==> config.mk <==
export PLATFORM = sky130hd
export DESIGN_NAME = otter_ir_pipeline
export DESIGN_NICKNAME = d
export VERILOG_FILES = /design/src/rtl/otter_pkg.sv /design/src/rtl/otter_hazard_detect.sv /design/src/rtl/otter_ir_pipeline.sv
export SDC_FILE = /design/constraint.sdc
export NUM_CORES = 1
export LEC_CHECK = 0
export ABC_CLOCK_PERIOD_IN_PS = 17600
export CORE_MARGIN = 5
export CORE_UTILIZATION = 48
export DETAILED_ROUTE_END_ITERATION = 16
export HOLD_SLACK_MARGIN = 0.12
export PLACE_DENSITY_LB_ADDON = 0.1
export SLEW_MARGIN = 20
export SYNTH_ARGS = -nofsm -noshare
export SYNTH_HDL_FRONTEND = slang
export SYNTH_SLANG_ARGS = --single-unit
export TNS_END_PERCENT = 50
==> constraint.sdc <==
create_clock -name CLK -period 17.6 [get_ports CLK]
set_input_delay 1.76 -clock CLK [delete_from_list [all_inputs] [get_ports CLK]]
set_output_delay 1.76 -clock CLK [all_outputs]
set_load 0.02 [all_outputs]
==> src/rtl/otter_pkg.sv <==
// Shared OTTER definitions: RV32I opcodes, the bubble encoding and
// instruction field positions used by the pipeline and control decoder.
package otter_pkg;

    typedef enum logic [6:0] {
        LUI    = 7'b0110111,
        AUIPC  = 7'b0010111,
        JAL    = 7'b1101111,
        JALR   = 7'b1100111,
        BRANCH = 7'b1100011,
        LOAD   = 7'b0000011,
        STORE  = 7'b0100011,
        OP_IMM = 7'b0010011,
        OP     = 7'b0110011,
        SYSTEM = 7'b1110011
    } opcode_t;

    localparam logic [31:0] NOP_INSTR_DEFAULT = 32'h00000013;

    localparam int OPCODE_MSB = 6;
    localparam int OPCODE_LSB = 0;
    localparam int RD_MSB     = 11;
    localparam int RD_LSB     = 7;
    localparam int FUNC3_MSB  = 14;
    localparam int FUNC3_LSB  = 12;
    localparam int RS1_MSB    = 19;
    localparam int RS1_LSB    = 15;
    localparam int RS2_MSB    = 24;
    localparam int RS2_LSB    = 20;

endpackage

==> src/rtl/otter_hazard_detect.sv <==
// Load-use hazard detector: flags a DEC instruction that reads the register
// a LOAD currently in EXE is about to write.
module otter_hazard_detect
    import otter_pkg::*;
(
    input  logic [31:0] dec_ir,
    input  logic        dec_valid,
    input  logic [31:0] exe_ir,
    input  logic        exe_valid,
    output logic        hazard
);

    logic [6:0] dec_opcode;
    logic [2:0] dec_func3;
    logic [4:0] dec_rs1;
    logic [4:0] dec_rs2;
    logic [6:0] exe_opcode;
    logic [4:0] exe_rd;
    logic       reads_rs1;
    logic       reads_rs2;
    logic       exe_is_load;
    logic       unused_bits;

    assign dec_opcode  = dec_ir[OPCODE_MSB:OPCODE_LSB];
    assign dec_func3   = dec_ir[FUNC3_MSB:FUNC3_LSB];
    assign dec_rs1     = dec_ir[RS1_MSB:RS1_LSB];
    assign dec_rs2     = dec_ir[RS2_MSB:RS2_LSB];
    assign exe_opcode  = exe_ir[OPCODE_MSB:OPCODE_LSB];
    assign exe_rd      = exe_ir[RD_MSB:RD_LSB];
    assign exe_is_load = (exe_opcode == LOAD);
    assign unused_bits = ^{dec_ir[31:25], dec_ir[11:7], exe_ir[31:12]};

    // Only real register reads count; immediates that happen to sit in the
    // rs1/rs2 bit positions (LUI, AUIPC, JAL) must not cause a stall.
    always_comb begin
        reads_rs1 = 1'b0;
        reads_rs2 = 1'b0;
        case (dec_opcode)
            JALR, LOAD, OP_IMM: reads_rs1 = 1'b1;
            BRANCH, STORE, OP: begin
                reads_rs1 = 1'b1;
                reads_rs2 = 1'b1;
            end
            SYSTEM: reads_rs1 = (dec_func3 == 3'd1) || (dec_func3 == 3'd2)
                                || (dec_func3 == 3'd3);
            default: begin
                reads_rs1 = 1'b0;
                reads_rs2 = 1'b0;
            end
        endcase
    end

    assign hazard = exe_valid && exe_is_load && (exe_rd != 5'd0) && dec_valid
                    && ((reads_rs1 && (dec_rs1 == exe_rd))
                        || (reads_rs2 && (dec_rs2 == exe_rd)));

endmodule

==> src/rtl/otter_ir_pipeline.sv <==
// Instruction-register pipeline for the pipelined OTTER: carries IR/PC/valid
// through DEC, EXE, MEM and WB, stalls on load-use and squashes on flush.
module otter_ir_pipeline
    import otter_pkg::*;
#(
    parameter logic [31:0] NOP_INSTR = NOP_INSTR_DEFAULT,
    parameter logic [31:0] PC_RESET  = 32'h00000000
) (
    input  logic        CLK,
    input  logic        RST,
    input  logic [31:0] IF_IR,
    input  logic [31:0] IF_PC,
    input  logic        IF_VALID,
    input  logic        FLUSH,
    output logic [31:0] DEC_IR,
    output logic [31:0] EXE_IR,
    output logic [31:0] MEM_IR,
    output logic [31:0] WB_IR,
    output logic [31:0] DEC_PC,
    output logic [31:0] EXE_PC,
    output logic        DEC_VALID,
    output logic        EXE_VALID,
    output logic        MEM_VALID,
    output logic        WB_VALID,
    output logic        STALL,
    output logic [31:0] RETIRE_CNT,
    output logic [31:0] STALL_CNT
);

    logic hazard;

    otter_hazard_detect u_hazard_detect (
        .dec_ir    (DEC_IR),
        .dec_valid (DEC_VALID),
        .exe_ir    (EXE_IR),
        .exe_valid (EXE_VALID),
        .hazard    (hazard)
    );

    // A flush discards DEC anyway, so holding it for a hazard would be pointless.
    assign STALL = hazard && !FLUSH;

    always_ff @(posedge CLK or posedge RST) begin
        if (RST) begin
            DEC_IR     <= NOP_INSTR;
            EXE_IR     <= NOP_INSTR;
            MEM_IR     <= NOP_INSTR;
            WB_IR      <= NOP_INSTR;
            DEC_PC     <= PC_RESET;
            EXE_PC     <= PC_RESET;
            DEC_VALID  <= 1'b0;
            EXE_VALID  <= 1'b0;
            MEM_VALID  <= 1'b0;
            WB_VALID   <= 1'b0;
            RETIRE_CNT <= 32'd0;
            STALL_CNT  <= 32'd0;
        end else begin
            if (WB_VALID) begin
                RETIRE_CNT <= RETIRE_CNT + 32'd1;
            end
            if (STALL) begin
                STALL_CNT <= STALL_CNT + 32'd1;
            end

            MEM_IR    <= EXE_IR;
            MEM_VALID <= EXE_VALID;
            WB_IR     <= MEM_IR;
            WB_VALID  <= MEM_VALID;

            if (FLUSH) begin
                DEC_IR    <= NOP_INSTR;
                DEC_VALID <= 1'b0;
                DEC_PC    <= IF_PC;
                EXE_IR    <= NOP_INSTR;
                EXE_VALID <= 1'b0;
                EXE_PC    <= DEC_PC;
            end else if (STALL) begin
                EXE_IR    <= NOP_INSTR;
                EXE_VALID <= 1'b0;
                EXE_PC    <= DEC_PC;
            end else begin
                DEC_IR    <= IF_VALID ? IF_IR : NOP_INSTR;
                DEC_VALID <= IF_VALID;
                DEC_PC    <= IF_PC;
                EXE_IR    <= DEC_IR;
                EXE_VALID <= DEC_VALID;
                EXE_PC    <= DEC_PC;
            end
        end
    end

endmodule
==> summary.txt <==
Outcome
  – Status: finished, final reports clean

Timing
  – Fin Clk Skew: roughly 0.012 ns
  – Fin crit period: 5.90 ns
  – Max Fclk: approximately 170 MHz
  – Setup violators final: 0
  – RSZ-0062 raised after global routing: no
  – Slew HR: between 30% and 40%
  – Tightest Pin Transition: between 0.9 and 1 ns
  – Fin crit share: 33.5%
  – Final Hold Vio Count: 0
  – Fin. max-slew vios: 0
  – Final TNS setup: 0 ns

Floorplanning
  – Initial Utilization: around half
  – I/O pin cnt: around 330
  – FP Rows: 50
  – Die area: 22100 sq um
  – Vert. Die Dim: between 100 and 150 microns
  – Die Wd: around 150 microns
  – Core footprint: 18800 sq um

Layout
  – Most frequent cells in the layout: clkdlybuf4s50_1, dfrtp_1, nand2_1
  – Antenna cells: 0
  – Layout Cells excl Fill: between 1000 and 1500
  – Commonest non-fill, non-tap cell in the layout: clkdlybuf4s50_1
  – # fillers: 1327
  – Area grow syn2layout: 48.8%
  – Layout Nets: 1139
  – Final Core Density: 72.9%
  – Fraction of layout cells with a size suffix above 1: 7.88%

Power and ir drop
  – Leak Pwr: 0.00629 uW
  – Tot Pwr: approximately 1400 uW
  – Pwr dens: about 100 nW/um^2
  – Peak supply drop: 0.0678 mV

Global routing
  – Pin count of the biggest net entering global routing: 140
  – GRT Overall Usage: 22.1%
  – Vias in the first global route: a little under 7000
  – Initial antenna violation count: 1
  – Gr ovfl total: 0
  – First-pass GRT wire length: slightly below 40000 microns

Placement
  – RePlAce Congestion: 0.781
  – Placed cells: 1299
  – PortBufs: ~330
  – DP HPWL: 17300 microns

Clock network
  – Clk sink count: 260
  – Post-CTS Hold Fix Bufs: 0
  – CTS tree: yes
  – Root Driver: clkbuf_16
  – Clock buffer depth: 3
  – Post-cts sizing count: 0
  – H-tree Lvls: 1
  – Setup Buffers After CTS: 0
  – Clock transition at path regs: around 0.060 ns
  – CTS Buf Count: 28
  – Clock insertion delay at the later pin of the skew report: approximately 0.54 ns

Synth
  – Share of Yosys cell area claimed by the top area cell type: around two thirds
  – Syn Nets: 801
  – Syn avg cell area: approximately 13 sq um
  – Ranking of synthesized cells by area: dfrtp_1, nand2_1, xnor2_1
  – Synthesis warning total: 0
  – Syn Inst Count: 731
  – Cell Area, Synth: 9230 sq um
  – Synth unique cells: 40
  – Synth area leader: dfrtp_1
  – Synth Register Bits: 260
  – Sequential element share of the synthesized area: 70.7%

Drt
  – WL final: roughly 24000 microns
  – Post-route ant nets: 0
  – Drt drc: 0
  – DR vias/cell: around 5
  – Via count: approximately 6600
  – Initial DRC Count: 296
  – WL per Instance: 18.1 microns
  – DR pass1 iterations: 4

Setup path
  – Max incr delay on CP: between 0.7 and 0.8 ns
  – Startpoint types: input pin
  – Crit path top cell by count: clkdlybuf4s50_1
  – Max FO, Critical Path: 10
  – CP max-delay cell: clkdlybuf4s50_1
  – Critical Path AT: ~4.1 ns
  – WS Path Type: input pin to output pin
  – Crit path cell chain: clkdlybuf4s50_1 > nand2b_1 > nor4_1 > o211a_1 > clkdlybuf4s50_1
  – CP required: 15.84 ns
  – Setup crit end kind: output pin

Run
  – Max cap viols: 0

Min path
  – Hold WC Path Type: register to register
## sequential cells by signal, summed over array words and instances (netlist names)
name and cells:
STALL_CNT 32, WB_VALID 1, MEM_IR 32, EXE_VALID 1, DEC_PC 32, MEM_VALID 1, DEC_IR 32, RETIRE_CNT 32
DEC_VALID 1, WB_IR 32, EXE_PC 32, EXE_IR 32
## report_power, final
group | total [uW] | switching [uW] | internal (uW)
registers | 637 | 17.7 | 620
clock network | 616 | 234 | 381
logic | 123 | 64.3 | 58.9
total | 1380 | 316 | 1060
## synth_stat cells
library cell	count
or3_1	5
nor3_1	7
inv_2	2
dfstp_2	12
and2_1	31
xnor2_1	49
nand2b_1	2
nor2_4	1
nand2_1	180
o31a_1	1
nand3_1	52
inv_1	5
nand4b_1	1
or4_4	1
buf_6	5
nor2b_1	2
nor4_2	3
xor2_1	23
nor2_8	1
dfrtp_1	248
and4_1	5
nor4_4	2
buf_4	5
buf_2	10
o21ai_0	1
clkbuf_1	4
or4b_4	1
o22ai_1	1
and3b_1	1
or4b_1	1
nor4_1	1
nor3_2	6
o211ai_2	1
nor2_1	19
nand4_1	26
o211a_1	2
ha_1	2
and3_1	10
nor4bb_1	1
mux2_2	1
## kinds of logic after synthesis
logic type,count (synthesis),synth area share (%)
compound gates,6,0.569
simple gates,359,19.5
fa+ha+maj,2,0.271
mux,1,0.122
buf+inv,31,2.01
xor+xnor,72,6.83
flops,260,70.7
## per-layer routing
| layer | part of all wire [%] | GRT usage [%] | vias to the layer above |
|---|---|---|---|
| met5 | 0.045 | 0 | - |
| met4 | 2.9 | 6.70 | 2 |
| met3 | 9.0 | 7.34 | 49 |
| met2 | 49 | 36.6 | 254 |
| met1 | 40 | 27.7 | 3192 |
| li1 | - | - | 3081 |
## metrics by stage
step / cell area [sq um] / worst slack, ns / hold slack (ns)
2_1_floorplan: 9230 / 8.70 / 0.401
3_3_place_gp: 12700 / 11.71 / 0.354
3_5_place_dp: 12700 / 11.71 / 0.355
4_1_cts: 13700 / 11.69 / 0.364
5_1_grt: 13700 / 11.51 / 0.371
6_report: 13700 / 11.70 / 0.364
## final timing paths
path	start	endpoint	slack, ns	depth (start not counted)
max	FLUSH	STALL	11.70	5
min	MEM_IR[1]$_DFF_PP1_	WB_IR[1]$_DFF_PP1_	0.36	0
max reg2reg	EXE_IR[8]$_DFF_PP0_	STALL_CNT[18]$_DFFE_PP0P_	14.81	6
min reg2reg	MEM_IR[1]$_DFF_PP1_	WB_IR[1]$_DFF_PP1_	0.36	0
max in group asynchronous	RST	EXE_IR[14]$_DFF_PP0_	13.71	4
min in group asynchronous	RST	EXE_PC[3]$_DFF_PP0_	1.82	2
## cell type report
cell class | instances | area (sq um) | share of cell area, %
clock buffers | 39 | 812 | 5.91
clock inverters | 13 | 185 | 1.35
inverters | 7 | 33.8 | 0.246
multi-input cells | 440 | 2540 | 18.5
flip-flops and latches | 260 | 6520 | 47.5
well taps | 260 | 325 | 2.37
repair buffers | 332 | 3310 | 24.1
## worst max-delay path: cells and delay by family
family | cells | cell delay, ns
buf+inv | 2 | 1.31
simple gates | 2 | 0.54
compound gates | 1 | 0.52
(Power assumes the default switching activity.)
